File: config.mk
export PLATFORM = sky130hd
export DESIGN_NAME = pc_sequencer_flat
export DESIGN_NICKNAME = d
export VERILOG_FILES = /design/src/rtl/pc_sequencer_if.sv /design/src/rtl/pc_sequencer.sv /design/src/flat_wrapper.sv
export SDC_FILE = /design/constraint.sdc
export NUM_CORES = 1
export LEC_CHECK = 0
export ABC_AREA = 1
export CAP_MARGIN = 0
export CORE_ASPECT_RATIO = 1.4
export CORE_MARGIN = 2
export CORE_UTILIZATION = 58
export DETAILED_ROUTE_END_ITERATION = 16
export HOLD_SLACK_MARGIN = 0.12
export PLACE_DENSITY = 0.79
export SLEW_MARGIN = 25
export SYNTH_ARGS = -nofsm -noshare
export SYNTH_HDL_FRONTEND = slang
export SYNTH_SLANG_ARGS = --single-unit
File: constraint.sdc
create_clock -name clk -period 3.2 [get_ports clk]
set_input_delay 0.32 -clock clk [delete_from_list [all_inputs] [get_ports clk]]
set_output_delay 0.32 -clock clk [all_outputs]
set_load 0.01 [all_outputs]
File: src/rtl/pc_sequencer_if.sv
// Sequencer handshake bundle: fetch, decoded op flags, FACT unit and PC control.
// PC_SEQ_SINGLE_STEP_EN adds the step input.
interface pc_sequencer_if #(
   parameter int AW = 16
);
`ifdef PC_SEQ_SINGLE_STEP_EN
   logic          step;
`endif
   logic          start;
   logic [AW-1:0] pc_cur;
   logic          mem_req;
   logic          mem_ack;
   logic          ir_load;
   logic          op_branch;
   logic          op_call;
   logic          op_ret;
   logic          op_fact;
   logic          op_halt;
   logic          cond;
   logic          fact_start;
   logic          fact_done;
   logic          pc_w;
   logic          pc_bra;
   logic          pc_stack_pop;
   logic          pc_fact;
   logic [AW-1:0] ret_addr;
   logic          busy;
   logic          halted;
   logic          stack_err;

   modport master (
`ifdef PC_SEQ_SINGLE_STEP_EN
      input  step,
`endif
      input  start, pc_cur, mem_ack, op_branch, op_call, op_ret, op_fact, op_halt,
             cond, fact_done,
      output mem_req, ir_load, fact_start, pc_w, pc_bra, pc_stack_pop, pc_fact,
             ret_addr, busy, halted, stack_err
   );

   modport slave (
`ifdef PC_SEQ_SINGLE_STEP_EN
      output step,
`endif
      output start, pc_cur, mem_ack, op_branch, op_call, op_ret, op_fact, op_halt,
             cond, fact_done,
      input  mem_req, ir_load, fact_start, pc_w, pc_bra, pc_stack_pop, pc_fact,
             ret_addr, busy, halted, stack_err
   );
endinterface

File: src/rtl/pc_sequencer.sv
// PC sequencer: FETCH (waits on mem_ack) -> DECODE -> [FACT_WAIT] -> UPDATE, plus CALL/RET stack.
// Plain instruction takes 3 cycles. PC_SEQ_SINGLE_STEP_EN inserts a step-gated PAUSE after UPDATE.
module pc_sequencer #(
   parameter int AW    = 16,
   parameter int DEPTH = 8
) (
   input  logic           clk,
   input  logic           rst,
   pc_sequencer_if.master bus
);
   localparam int SPW = $clog2(DEPTH);
   localparam logic [SPW:0] SP_FULL = DEPTH[SPW:0];

   typedef enum logic [2:0] {
      S_IDLE, S_FETCH, S_DECODE, S_FACT_WAIT, S_UPDATE, S_HALT, S_ERR
`ifdef PC_SEQ_SINGLE_STEP_EN
      , S_PAUSE
`endif
   } state_t;

   typedef enum logic [1:0] {U_INC, U_BRA, U_RET} upd_t;

   state_t        state, state_nxt;
   upd_t          upd_kind, upd_nxt;
   logic          fact_first;
   logic [SPW:0]  sp;
   logic [SPW-1:0] top_idx;
   logic          push, pop;
   logic [AW-1:0] ret_addr_q;
   logic [AW-1:0] stk [DEPTH];

   assign top_idx = sp[SPW-1:0] - 1'b1;

   always_comb begin
      state_nxt = state;
      upd_nxt   = upd_kind;
      push      = 1'b0;
      pop       = 1'b0;
      case (state)
         S_IDLE:   if (bus.start) state_nxt = S_FETCH;
         S_FETCH:  if (bus.mem_ack) state_nxt = S_DECODE;
         S_DECODE: begin
            // Flag priority: halt > ret > call > branch > fact > plain.
            if (bus.op_halt) begin
               state_nxt = S_HALT;
            end else if (bus.op_ret) begin
               if (sp == '0) begin
                  state_nxt = S_ERR;
               end else begin
                  pop       = 1'b1;
                  upd_nxt   = U_RET;
                  state_nxt = S_UPDATE;
               end
            end else if (bus.op_call) begin
               if (sp == SP_FULL) begin
                  state_nxt = S_ERR;
               end else begin
                  push      = 1'b1;
                  upd_nxt   = U_BRA;
                  state_nxt = S_UPDATE;
               end
            end else if (bus.op_branch) begin
               upd_nxt   = bus.cond ? U_BRA : U_INC;
               state_nxt = S_UPDATE;
            end else if (bus.op_fact) begin
               state_nxt = S_FACT_WAIT;
            end else begin
               upd_nxt   = U_INC;
               state_nxt = S_UPDATE;
            end
         end
         S_FACT_WAIT: begin
            if (bus.fact_done) begin
               upd_nxt   = U_INC;
               state_nxt = S_UPDATE;
            end
         end
`ifdef PC_SEQ_SINGLE_STEP_EN
         S_UPDATE: state_nxt = S_PAUSE;
         S_PAUSE:  if (bus.step) state_nxt = S_FETCH;
`else
         S_UPDATE: state_nxt = S_FETCH;
`endif
         S_HALT:   state_nxt = S_HALT;
         S_ERR:    state_nxt = S_ERR;
         default:  state_nxt = S_IDLE;
      endcase
   end

   always_ff @(posedge clk) begin
      if (rst) begin
         state      <= S_IDLE;
         upd_kind   <= U_INC;
         fact_first <= 1'b0;
         sp         <= '0;
         ret_addr_q <= '0;
      end else begin
         state      <= state_nxt;
         upd_kind   <= upd_nxt;
         fact_first <= (state == S_DECODE) && (state_nxt == S_FACT_WAIT);
         if (push) begin
            sp <= sp + 1'b1;
         end else if (pop) begin
            sp         <= sp - 1'b1;
            ret_addr_q <= stk[top_idx];
         end
      end
   end

   // Stack contents survive reset; only sp is cleared.
   always_ff @(posedge clk) begin
      if (push && !rst) stk[sp[SPW-1:0]] <= bus.pc_cur + 1'b1;
   end

   assign bus.mem_req      = (state == S_FETCH);
   assign bus.ir_load      = (state == S_FETCH) && bus.mem_ack;
   assign bus.fact_start   = (state == S_FACT_WAIT) && fact_first;
   assign bus.pc_fact      = (state == S_FACT_WAIT);
   assign bus.pc_w         = (state == S_UPDATE);
   assign bus.pc_bra       = (state == S_UPDATE) && (upd_kind == U_BRA);
   assign bus.pc_stack_pop = (state == S_UPDATE) && (upd_kind == U_RET);
   assign bus.ret_addr     = ret_addr_q;
   assign bus.busy         = (state == S_FETCH) || (state == S_DECODE) ||
                             (state == S_FACT_WAIT) || (state == S_UPDATE);
   assign bus.halted       = (state == S_HALT);
   assign bus.stack_err    = (state == S_ERR);
endmodule

File: src/flat_wrapper.sv
// flat-port wrapper written by rule: the top's interface ports become plain ports
module pc_sequencer_flat 
#(
   parameter int AW    = 16,
   parameter int DEPTH = 8
)
  (clk, rst, bus_start, bus_pc_cur, bus_mem_ack, bus_op_branch, bus_op_call, bus_op_ret, bus_op_fact, bus_op_halt, bus_cond, bus_fact_done, bus_mem_req, bus_ir_load, bus_fact_start, bus_pc_w, bus_pc_bra, bus_pc_stack_pop, bus_pc_fact, bus_ret_addr, bus_busy, bus_halted, bus_stack_err);
  pc_sequencer_if #(.AW(AW)) bus_i ();
  input  logic clk;
  input  logic rst;
  input wire logic [$bits(bus_i.start)-1:0] bus_start;
  input wire logic [$bits(bus_i.pc_cur)-1:0] bus_pc_cur;
  input wire logic [$bits(bus_i.mem_ack)-1:0] bus_mem_ack;
  input wire logic [$bits(bus_i.op_branch)-1:0] bus_op_branch;
  input wire logic [$bits(bus_i.op_call)-1:0] bus_op_call;
  input wire logic [$bits(bus_i.op_ret)-1:0] bus_op_ret;
  input wire logic [$bits(bus_i.op_fact)-1:0] bus_op_fact;
  input wire logic [$bits(bus_i.op_halt)-1:0] bus_op_halt;
  input wire logic [$bits(bus_i.cond)-1:0] bus_cond;
  input wire logic [$bits(bus_i.fact_done)-1:0] bus_fact_done;
  output wire logic [$bits(bus_i.mem_req)-1:0] bus_mem_req;
  output wire logic [$bits(bus_i.ir_load)-1:0] bus_ir_load;
  output wire logic [$bits(bus_i.fact_start)-1:0] bus_fact_start;
  output wire logic [$bits(bus_i.pc_w)-1:0] bus_pc_w;
  output wire logic [$bits(bus_i.pc_bra)-1:0] bus_pc_bra;
  output wire logic [$bits(bus_i.pc_stack_pop)-1:0] bus_pc_stack_pop;
  output wire logic [$bits(bus_i.pc_fact)-1:0] bus_pc_fact;
  output wire logic [$bits(bus_i.ret_addr)-1:0] bus_ret_addr;
  output wire logic [$bits(bus_i.busy)-1:0] bus_busy;
  output wire logic [$bits(bus_i.halted)-1:0] bus_halted;
  output wire logic [$bits(bus_i.stack_err)-1:0] bus_stack_err;
  assign bus_i.start = bus_start;
  assign bus_i.pc_cur = bus_pc_cur;
  assign bus_i.mem_ack = bus_mem_ack;
  assign bus_i.op_branch = bus_op_branch;
  assign bus_i.op_call = bus_op_call;
  assign bus_i.op_ret = bus_op_ret;
  assign bus_i.op_fact = bus_op_fact;
  assign bus_i.op_halt = bus_op_halt;
  assign bus_i.cond = bus_cond;
  assign bus_i.fact_done = bus_fact_done;
  assign bus_mem_req = bus_i.mem_req;
  assign bus_ir_load = bus_i.ir_load;
  assign bus_fact_start = bus_i.fact_start;
  assign bus_pc_w = bus_i.pc_w;
  assign bus_pc_bra = bus_i.pc_bra;
  assign bus_pc_stack_pop = bus_i.pc_stack_pop;
  assign bus_pc_fact = bus_i.pc_fact;
  assign bus_ret_addr = bus_i.ret_addr;
  assign bus_busy = bus_i.busy;
  assign bus_halted = bus_i.halted;
  assign bus_stack_err = bus_i.stack_err;
  pc_sequencer #(.AW(AW), .DEPTH(DEPTH)) u_core (.clk(clk), .rst(rst), .bus(bus_i));
endmodule
==> results of run 1 <==
==> flip-flops by register name (all words and copies together), names as in the netlist <==
signal	count
u_core.stk	128
u_core.bus.ret_addr	16
u_core.sp	4
u_core.state	3
u_core.upd_kind	2
u_core.fact_first	1
==> power by group <==
group / leakage (nW) / switching, mW / internal, mW / total, mW
Combinational: 1.53 / 0.131 / 0.0810 / 0.212
Clock: 0.305 / 0.786 / 1.22 / 2.00
Sequential: 1.36 / 0.00771 / 2.18 / 2.19
Total: 3.19 / 0.925 / 3.48 / 4.40
==> synth_stat cells (4+ instances only) <==
cell type  instances  area (sq um)
inv_2              5          18.8
dfxtp_1           26           521
edfxtp_1         128          3840
buf_6              4          45.0
ha_1               5          62.6
buf_2              9          45.0
inv_1             31           116
o21ai_0           18          90.1
nand3_2           12           120
nor3_1             6          30.0
nor2_1            68           255
buf_4              7          52.6
clkbuf_1           8          30.0
nand2_1          262           983
a21oi_1           23           115
xor2_1            11          96.3
nand3_1           58           290
==> through the flow <==
step | setup WS, ns | util [%] | hold WS, ns | instance area [sq um]
floorplan | 0.567 | - | 0.389 | 6920
global placement | 0.681 | 64.4 | 0.453 | 7570
detailed placement | 0.550 | 64.4 | 0.458 | 7570
CTS | 0.668 | 69.5 | 0.467 | 8180
global route | 0.414 | 69.5 | 0.478 | 8180
finish | 0.644 | 69.5 | 0.463 | 8180
==> final cells by class <==
| class | count | share of cell area, % |
|---|---|---|
| multi-input combinational | 483 | 27.3 |
| sequential | 154 | 53.4 |
| timing repair buffer | 68 | 7.83 |
| clock buffer | 21 | 6.17 |
| inverter | 37 | 1.76 |
| clock inverter | 11 | 1.29 |
| tap | 147 | 2.25 |
==> worst max-delay path: cells and delay by family (launching register included) <==
| kind | cells | cell delay [ns] |
|---|---|---|
| buf+inv | 3 | 0.55 |
| fa+ha+maj | 1 | 0.23 |
| flops | 1 | 0.46 |
| simple gates | 6 | 1.01 |
==> how the worst min path moves through the flow <==
stage | start | slack [ns] | end
after floorplan | rst | 0.39 | u_core.bus.ret_addr[15]
after global placement | u_core.bus.ret_addr[12] | 0.45 | u_core.bus.ret_addr[12]
after detailed placement | u_core.bus.ret_addr[13] | 0.46 | u_core.bus.ret_addr[13]
after CTS | u_core.bus.ret_addr[11] | 0.47 | u_core.bus.ret_addr[11]
after global routing | u_core.bus.ret_addr[5] | 0.48 | u_core.bus.ret_addr[5]
final | u_core.bus.ret_addr[13] | 0.46 | u_core.bus.ret_addr[13]
==> routing by layer <==
metal,vias to the layer above,wire [um],global-route usage [%]
li1,2444,-,-
met1,2376,5840,29.9
met4,0,337,8.14
met5,-,0,0
met3,31,1060,5.49
met2,247,7780,41.5
==> logic make-up after synthesis <==
| family | after synthesis | share of synthesized area, % |
|---|---|---|
| DFF | 154 | 63.0 |
| buffers and inverters | 66 | 4.68 |
| adders and majority gates | 6 | 1.19 |
| and+or+nand+nor | 419 | 25.8 |
| xor gates and xnor gates | 14 | 2.04 |
| AOI/OAI and AO/OA | 44 | 3.20 |
==> impl_metrics.py, run 1 <==
metrics = {
    "critical_path": {
        "crit_chain": "inv_1, ha_1, nand2_1, nor2_1, nor2_1, nand2_2, inv_1, nand3_1, nor2_1, buf_4",
        "crit_path_start": "u_core.sp[1]",
        "cp-start-kind": "flop",
        "critical_path.endpoint": "u_core.stk[2][4]",
        "ff2ff_setup_slack_ns": 0.64,
        "crit_fanout": 11,
        "crit_required_ns": 3.32,
        "path_class": "flop to flop",
        "timing.rr.end": "u_core.stk[2][4]",
        "cp_common_cell": "nor2_1",
        "reg2reg_depth": 10,
        "r2r_start": "u_core.sp[1]",
        "cp.arrival_ns": 2.68,
        "cpPeakStageDelay_ns": 0.48,
        "crit_path_end_kind": "flop",
        "slowest_stage": "nor2_1",
    },
    "cts": {
        "cts_buffers": 17,
        "h-tree-depth": 4,
        "clk-insertion-delay-late_ns": 0.42,
        "postCtsHoldBufs": 0,
        "cts.sinks": 154,
        "ctsResizeCount": 0,
        "clkTransAtPathRegs_ns": 0.06,
        "cts_tree": "done",
        "clk_path_buf_depth": 2,
        "cts_root_buf": "clkbuf_16",
        "post_cts_buffers": 0,
    },
    "floorplanning": {
        "die_y_um": 133,
        "io_pins": 53,
        "die_w_um": 96.3,
        "rows": 47,
        "core-area_sq_um": 11800,
        "initial_utilization_pct": 58.9,
        "dieArea_sq_um": 12800,
    },
    "routing": {
        "drt_wl_total_mm": 15.0,
        "detail_route.vias_per_cell": 5.54,
        "dr.pass1.iters": 6,
        "wl_per_cell_um": 16.3,
        "drcViolationCount": 0,
        "first_iter_violations": 803,
        "vias": 5098,
        "ant_nets": 0,
    },
    "yosys": {
        "synthFlopType": "edfxtp_1",
        "synth-edff-count": 128,
        "synth_area_per_cell_sq_um": 9.85,
        "synth_cell_type_count": 32,
        "yosysSeqAreaShare_pct": 63.0,
        "async_flop_share_pct": 0,
        "yosys_warnings": 0,
        "synth_area_sq_um": 6920,
        "synth_cells": 703,
        "synth_nets": 736,
        "ys_ff_latch": 154,
    },
    "cells_and_area": {
        "fill_cells": 859,
        "layoutNonFillerInstCount": 921,
        "nets": 794,
        "drive_above_1_share_pct": 9.69,
        "final_common_cell": "nand2_1",
        "syn2layout_area_growth_pct": 18.1,
        "final_cell_mix": "nand2_1, edfxtp_1, nor2_1, nand3_1, clkdlybuf4s50_1",
        "multi_input_area_sq_um": 2230,
        "n_antenna_cell": 0,
        "seq_area_sq_um": 4370,
    },
    "grt": {
        "grt_pass1_vias": 4832,
        "track_usage_pct": 24.2,
        "grt_max_degree": 69,
        "grt_pass1_wl_mm": 23.2,
        "overflow": 0,
        "antenna_found_initial": 0,
    },
    "sta": {
        "hold_viol_final": 0,
        "max_freq_mhz": 391,
        "slew_headroom_pct": 43.7,
        "rsz0062_at_grt": "no",
        "setup_viol": 0,
        "min_period_ns": 2.56,
        "fin_crit_sh_pct": 79.9,
        "slew_violations": 0,
        "skew_ns": 0.0118,
        "tns_ns": 0,
        "tightest_slew_ns": 0.841,
    },
    "status": {
        "outcome": "finished clean",
    },
    "hold_path": {
        "hp-class": "flop to flop",
        "hold_path_depth": 2,
    },
    "run": {
        "cap_viol_max_count": 0,
    },
    "placement": {
        "dp_cells": 889,
        "portBuffers": 52,
        "dp_hpwl_mm": 9.64,
        "gp_congestion": 0.804,
    },
    "power": {
        "cellPowerDensity_nw_per_um2": 539,
        "peakVddDrop_mv": 0.423,
        "p_leak_nw": 3.19,
        "power_mw": 4.40,
    },
}
Power figures use the tool's default switching activity.
==> run 2, diff against run 1 <==
==> constraint.sdc (replaced) <==
create_clock -name clk -period 2.46 [get_ports clk]
set_input_delay 0.246 -clock clk [delete_from_list [all_inputs] [get_ports clk]]
set_output_delay 0.246 -clock clk [all_outputs]
set_load 0.01 [all_outputs]
==> impl_metrics.py, run 2 (synthesized netlist as in run 1, its figures left out) <==
metrics = {
    "status": {
        "outcome": "finished clean",
    },
    "cts": {
        "cts.sinks": 154,
        "cts_buffers": 17,
        "clkTransAtPathRegs_ns": 0.06,
        "ctsResizeCount": 0,
        "cts_tree": "done",
        "postCtsHoldBufs": 0,
        "h-tree-depth": 4,
        "cts_root_buf": "clkbuf_16",
        "clk-insertion-delay-late_ns": 0.42,
        "post_cts_buffers": 0,
        "clk_path_buf_depth": 2,
    },
    "critical_path": {
        "slowest_stage": "clkdlybuf4s50_1",
        "crit_required_ns": 2.21,
        "crit_path_end_kind": "primary output",
        "crit_fanout": 9,
        "path_class": "flop to primary output",
        "crit_chain": "nand3_2, nor2_1, clkdlybuf4s50_1",
        "cp-start-kind": "flop",
        "cp.arrival_ns": 1.85,
        "cpPeakStageDelay_ns": 0.55,
    },
    "grt": {
        "grt_pass1_vias": 4970,
        "track_usage_pct": 24.6,
        "overflow": 0,
        "antenna_found_initial": 0,
        "grt_pass1_wl_mm": 23.5,
        "grt_max_degree": 68,
    },
    "routing": {
        "dr.pass1.iters": 7,
        "wl_per_cell_um": 16.3,
        "drt_wl_total_mm": 15.1,
        "drcViolationCount": 0,
        "detail_route.vias_per_cell": 5.59,
        "ant_nets": 0,
        "first_iter_violations": 536,
        "vias": 5202,
    },
    "placement": {
        "dp_slack_ns": 0.162,
        "portBuffers": 52,
        "gp_congestion": 0.849,
        "dp_hpwl_mm": 9.80,
        "place_area_sq_um": 7710,
    },
    "floorplanning": {
        "rows": 47,
        "core-area_sq_um": 11800,
        "dieArea_sq_um": 12800,
        "die_y_um": 133,
        "io_pins": 53,
        "initial_utilization_pct": 58.9,
        "die_w_um": 96.3,
    },
    "sta": {
        "max_freq_mhz": 477,
        "slew_violations": 0,
        "min_period_ns": 2.10,
        "tightest_slew_ns": 0.696,
        "rsz0062_at_grt": "no",
        "skew_ns": 0.00745,
        "slew_headroom_pct": 53.6,
        "hold_viol_final": 0,
        "setup_viol": 0,
        "final.setup.worst_slack_ns": 0.361,
        "fin_crit_sh_pct": 85.3,
    },
    "cells_and_area": {
        "nets": 803,
        "final_cell_mix": "nand2_1, edfxtp_1, nor2_1, nand3_1, clkdlybuf4s50_1",
        "drive_above_1_share_pct": 10.6,
        "largest_reg_flops": 128,
        "finish.utilization_pct": 70.7,
        "n_antenna_cell": 0,
        "syn2layout_area_growth_pct": 20.0,
        "finalInstanceArea_sq_um": 8310,
        "final_common_cell": "nand2_1",
    },
    "run": {
        "cap_viol_max_count": 0,
    },
    "power": {
        "peakVddDrop_mv": 0.439,
        "p_leak_nw": 3.24,
        "cellPowerDensity_nw_per_um2": 693,
    },
    "hold_path": {
        "hp-class": "flop to flop",
    },
}
==> run 2: cell count changes in the layout (fill, tap and decap cells not counted), sizes merged <==
| cell | delta |
|---|---|
| bufinv | +2 |
| clkbuf | -4 |
| clkinvlp | +2 |
| buf | +9 |
==> run 2: per-stage QoR <==
stage	instances	hold WS, ns	power, mW	setup TNS, ns
final	930	0.464	5.76	0
after global routing	930	0.485	5.90	0
after detailed placement	898	0.457	3.20	0
after CTS	930	0.467	5.78	0
after global placement	898	0.454	3.18	0
after floorplan	703	0.315	3.06	-22.12
==> run 2: critical path: cells and delay by family (launching register included) <==
kind                   cells  cell delay [ns]
buffers and inverters      1             0.55
flip-flops                 1             0.50
AND/OR/NAND/NOR            2             0.39
==> run 2: power by group <==
group	switching (mW)	leakage (nW)	internal (mW)
registers	0.00940	1.36	2.84
logic	0.179	1.59	0.118
clock network	1.02	0.290	1.60
total	1.21	3.24	4.55
==> run 2: area by class of cell <==
| cell class | count | area [sq um] |
|---|---|---|
| Fill cell | 782 | 3450 |
| Inverter | 37 | 144 |
| Clock inverter | 15 | 174 |
| Timing Repair Buffer | 77 | 783 |
| Sequential cell | 154 | 4370 |
| Clock buffer | 17 | 425 |
| Multi-Input combinational cell | 483 | 2230 |
| Tap cell | 147 | 184 |
==> run 2: worst paths after layout <==
path                                              start                 endpoint  slack, ns  depth (start not counted)
worst max register to register             u_core.sp[1]        u_core.stk[7][14]       0.37                         10
worst min-delay path            u_core.bus.ret_addr[11]  u_core.bus.ret_addr[11]       0.46                          2
worst min register to register  u_core.bus.ret_addr[11]  u_core.bus.ret_addr[11]       0.46                          2
worst max-delay path                    u_core.state[1]           bus_fact_start       0.36                          3
==> run 2: layer usage <==
layer	part of all wire [%]	routed length, um	vias up	GRT usage (%)
li1	-	-	2471	-
met1	38	5680	2394	29.1
met2	51	7730	290	40.9
met3	8.4	1270	47	7.30
met4	3.1	466	0	11.2
met5	0	0	-	0
==> run 3, diff against run 2 <==
--- a/config.mk
+++ b/config.mk
@@ -8,7 +8,6 @@
 export ABC_AREA = 1
 export CAP_MARGIN = 0
 export CORE_ASPECT_RATIO = 1.4
-export CORE_MARGIN = 2
 export CORE_UTILIZATION = 58
 export DETAILED_ROUTE_END_ITERATION = 16
 export HOLD_SLACK_MARGIN = 0.12
==> impl_metrics.py, run 3 (synthesized netlist as in run 1, its figures left out) <==
metrics = {
    "sta": {
        "whs_ns": 0.463,
        "setup_viol": 0,
        "slew_headroom_pct": 53.9,
        "rsz0062_at_grt": "no",
        "max_freq_mhz": 446,
        "min_period_ns": 2.24,
        "tightest_slew_ns": 0.691,
        "slew_violations": 0,
        "skew_ns": 0.00699,
        "fin_crit_sh_pct": 91.2,
        "tns_ns": 0,
        "hold_viol_final": 0,
        "final.setup.worst_slack_ns": 0.218,
    },
    "critical_path": {
        "timing.rr.end": "u_core.stk[3][15]",
        "crit_path_end_kind": "flop",
        "crit_required_ns": 2.56,
        "ff2ff_setup_slack_ns": 0.22,
        "r2r_start": "u_core.sp[1]",
        "crit_fanout": 16,
        "cp-start-kind": "flop",
        "cp.arrival_ns": 2.34,
        "path_class": "flop to flop",
        "reg2reg_depth": 10,
        "crit_path_start": "u_core.sp[1]",
    },
    "floorplanning": {
        "initial_utilization_pct": 60.4,
        "rows": 46,
        "dieArea_sq_um": 12400,
        "core-area_sq_um": 11500,
        "die_y_um": 131,
        "die_w_um": 94.3,
        "io_pins": 53,
    },
    "grt": {
        "overflow": 0,
        "grt_max_degree": 69,
        "grt_pass1_vias": 4998,
        "antenna_found_initial": 0,
        "track_usage_pct": 26.6,
        "grt_pass1_wl_mm": 24.6,
    },
    "cells_and_area": {
        "n_antenna_cell": 0,
        "nets": 803,
        "syn2layout_area_growth_pct": 19.7,
        "drive_above_1_share_pct": 10.2,
        "largest_reg_flops": 128,
        "finalInstanceArea_sq_um": 8290,
        "final_common_cell": "nand2_1",
        "fill_cells": 753,
        "final_cell_mix": "nand2_1, edfxtp_1, nor2_1, nand3_1, clkdlybuf4s50_1",
    },
    "routing": {
        "wl_per_cell_um": 16.7,
        "ant_nets": 0,
        "vias": 5216,
        "dr.pass1.iters": 6,
        "detail_route.vias_per_cell": 5.63,
        "drt_wl_total_mm": 15.5,
        "drcViolationCount": 0,
        "first_iter_violations": 519,
    },
    "cts": {
        "postCtsHoldBufs": 0,
        "ctsResizeCount": 0,
        "cts_buffers": 17,
        "cts_tree": "done",
        "h-tree-depth": 4,
        "clk-insertion-delay-late_ns": 0.42,
        "cts.sinks": 154,
        "post_cts_buffers": 0,
        "clk_path_buf_depth": 2,
        "cts_root_buf": "clkbuf_16",
        "clkTransAtPathRegs_ns": 0.06,
    },
    "placement": {
        "place_area_sq_um": 7680,
        "dp_hpwl_mm": 9.75,
        "portBuffers": 52,
        "gp_congestion": 0.811,
        "dp_slack_ns": 0.144,
    },
    "hold_path": {
        "hp-class": "flop to flop",
        "holdPathEnd": "u_core.bus.ret_addr[5]",
        "hold_path_depth": 2,
        "min_from": "u_core.bus.ret_addr[5]",
    },
    "power": {
        "cellPowerDensity_nw_per_um2": 701,
        "p_leak_nw": 3.23,
        "peakVddDrop_mv": 0.525,
    },
    "status": {
        "outcome": "finished clean",
    },
    "run": {
        "cap_viol_max_count": 0,
    },
}
-- run 3: cell count changes in the layout (fill, tap and decap cells not counted) --
cell | before | now
inv_8 | 1 | 0
clkinv_4 | 3 | 2
bufinv_16 | 3 | 4
buf_4 | 19 | 21
clkinv_2 | 3 | 2
inv_6 | 2 | 1
clkinv_1 | 2 | 4
buf_12 | 6 | 4
clkbuf_1 | 0 | 1
-- run 3: area by class of cell --
| cell class | instances | area (sq um) | area share (%) |
|---|---|---|---|
| Sequential cell | 154 | 4370 | 52.7 |
| Timing Repair Buffer | 77 | 758 | 9.15 |
| Tap cell | 144 | 180 | 2.17 |
| Clock buffer | 18 | 429 | 5.18 |
| Clock inverter | 14 | 178 | 2.14 |
| Inverter | 37 | 144 | 1.74 |
| Multi-Input combinational cell | 483 | 2230 | 27.0 |
-- run 3: how the worst max path moves through the flow --
stage / to / slack (ns) / depth (start not counted)
after detailed placement: u_core.stk[4][14] / 0.14 / 6
final: u_core.stk[3][15] / 0.22 / 10
after CTS: u_core.stk[6][4] / 0.25 / 10
after global routing: u_core.stk[6][4] / 0.02 / 10
after global placement: u_core.stk[4][14] / 0.22 / 6
after floorplan: u_core.stk[0][0] / -0.17 / 11
-- run 3: layer usage --
layer | GRT usage, % | up-vias | share of wire [%]
li1 | - | 2475 | -
met1 | 32.7 | 2419 | 38
met2 | 44.1 | 280 | 52
met3 | 6.77 | 42 | 8.1
met4 | 10.9 | 0 | 2.4
met5 | 0 | - | 0
-- run 3: power by group --
part	leakage [nW]	switching (mW)	internal, mW
clock network	0.290	0.986	1.68
registers	1.36	0.0100	2.84
logic	1.58	0.179	0.116
total	3.23	1.17	4.64
-- run 3: critical path, stage by stage, from the launching register on --
cell	delay [ns]
dfxtp_1	0.34
inv_1	0.12
ha_1	0.22
nand2_1	0.07
nor2_1	0.06
nor2_1	0.14
nand2_2	0.15
inv_1	0.16
nand3_1	0.20
nor2_1	0.19
buf_4	0.29
-- run 3: per-stage QoR --
step           util (%)  power, mW  std cells
2_1_floorplan         -       3.06        703
5_1_grt            72.4       5.95        927
6_report           72.4       5.81        927
3_5_place_dp       67.1       3.19        895
3_3_place_gp       67.1       3.18        895
4_1_cts            72.4       5.82        927
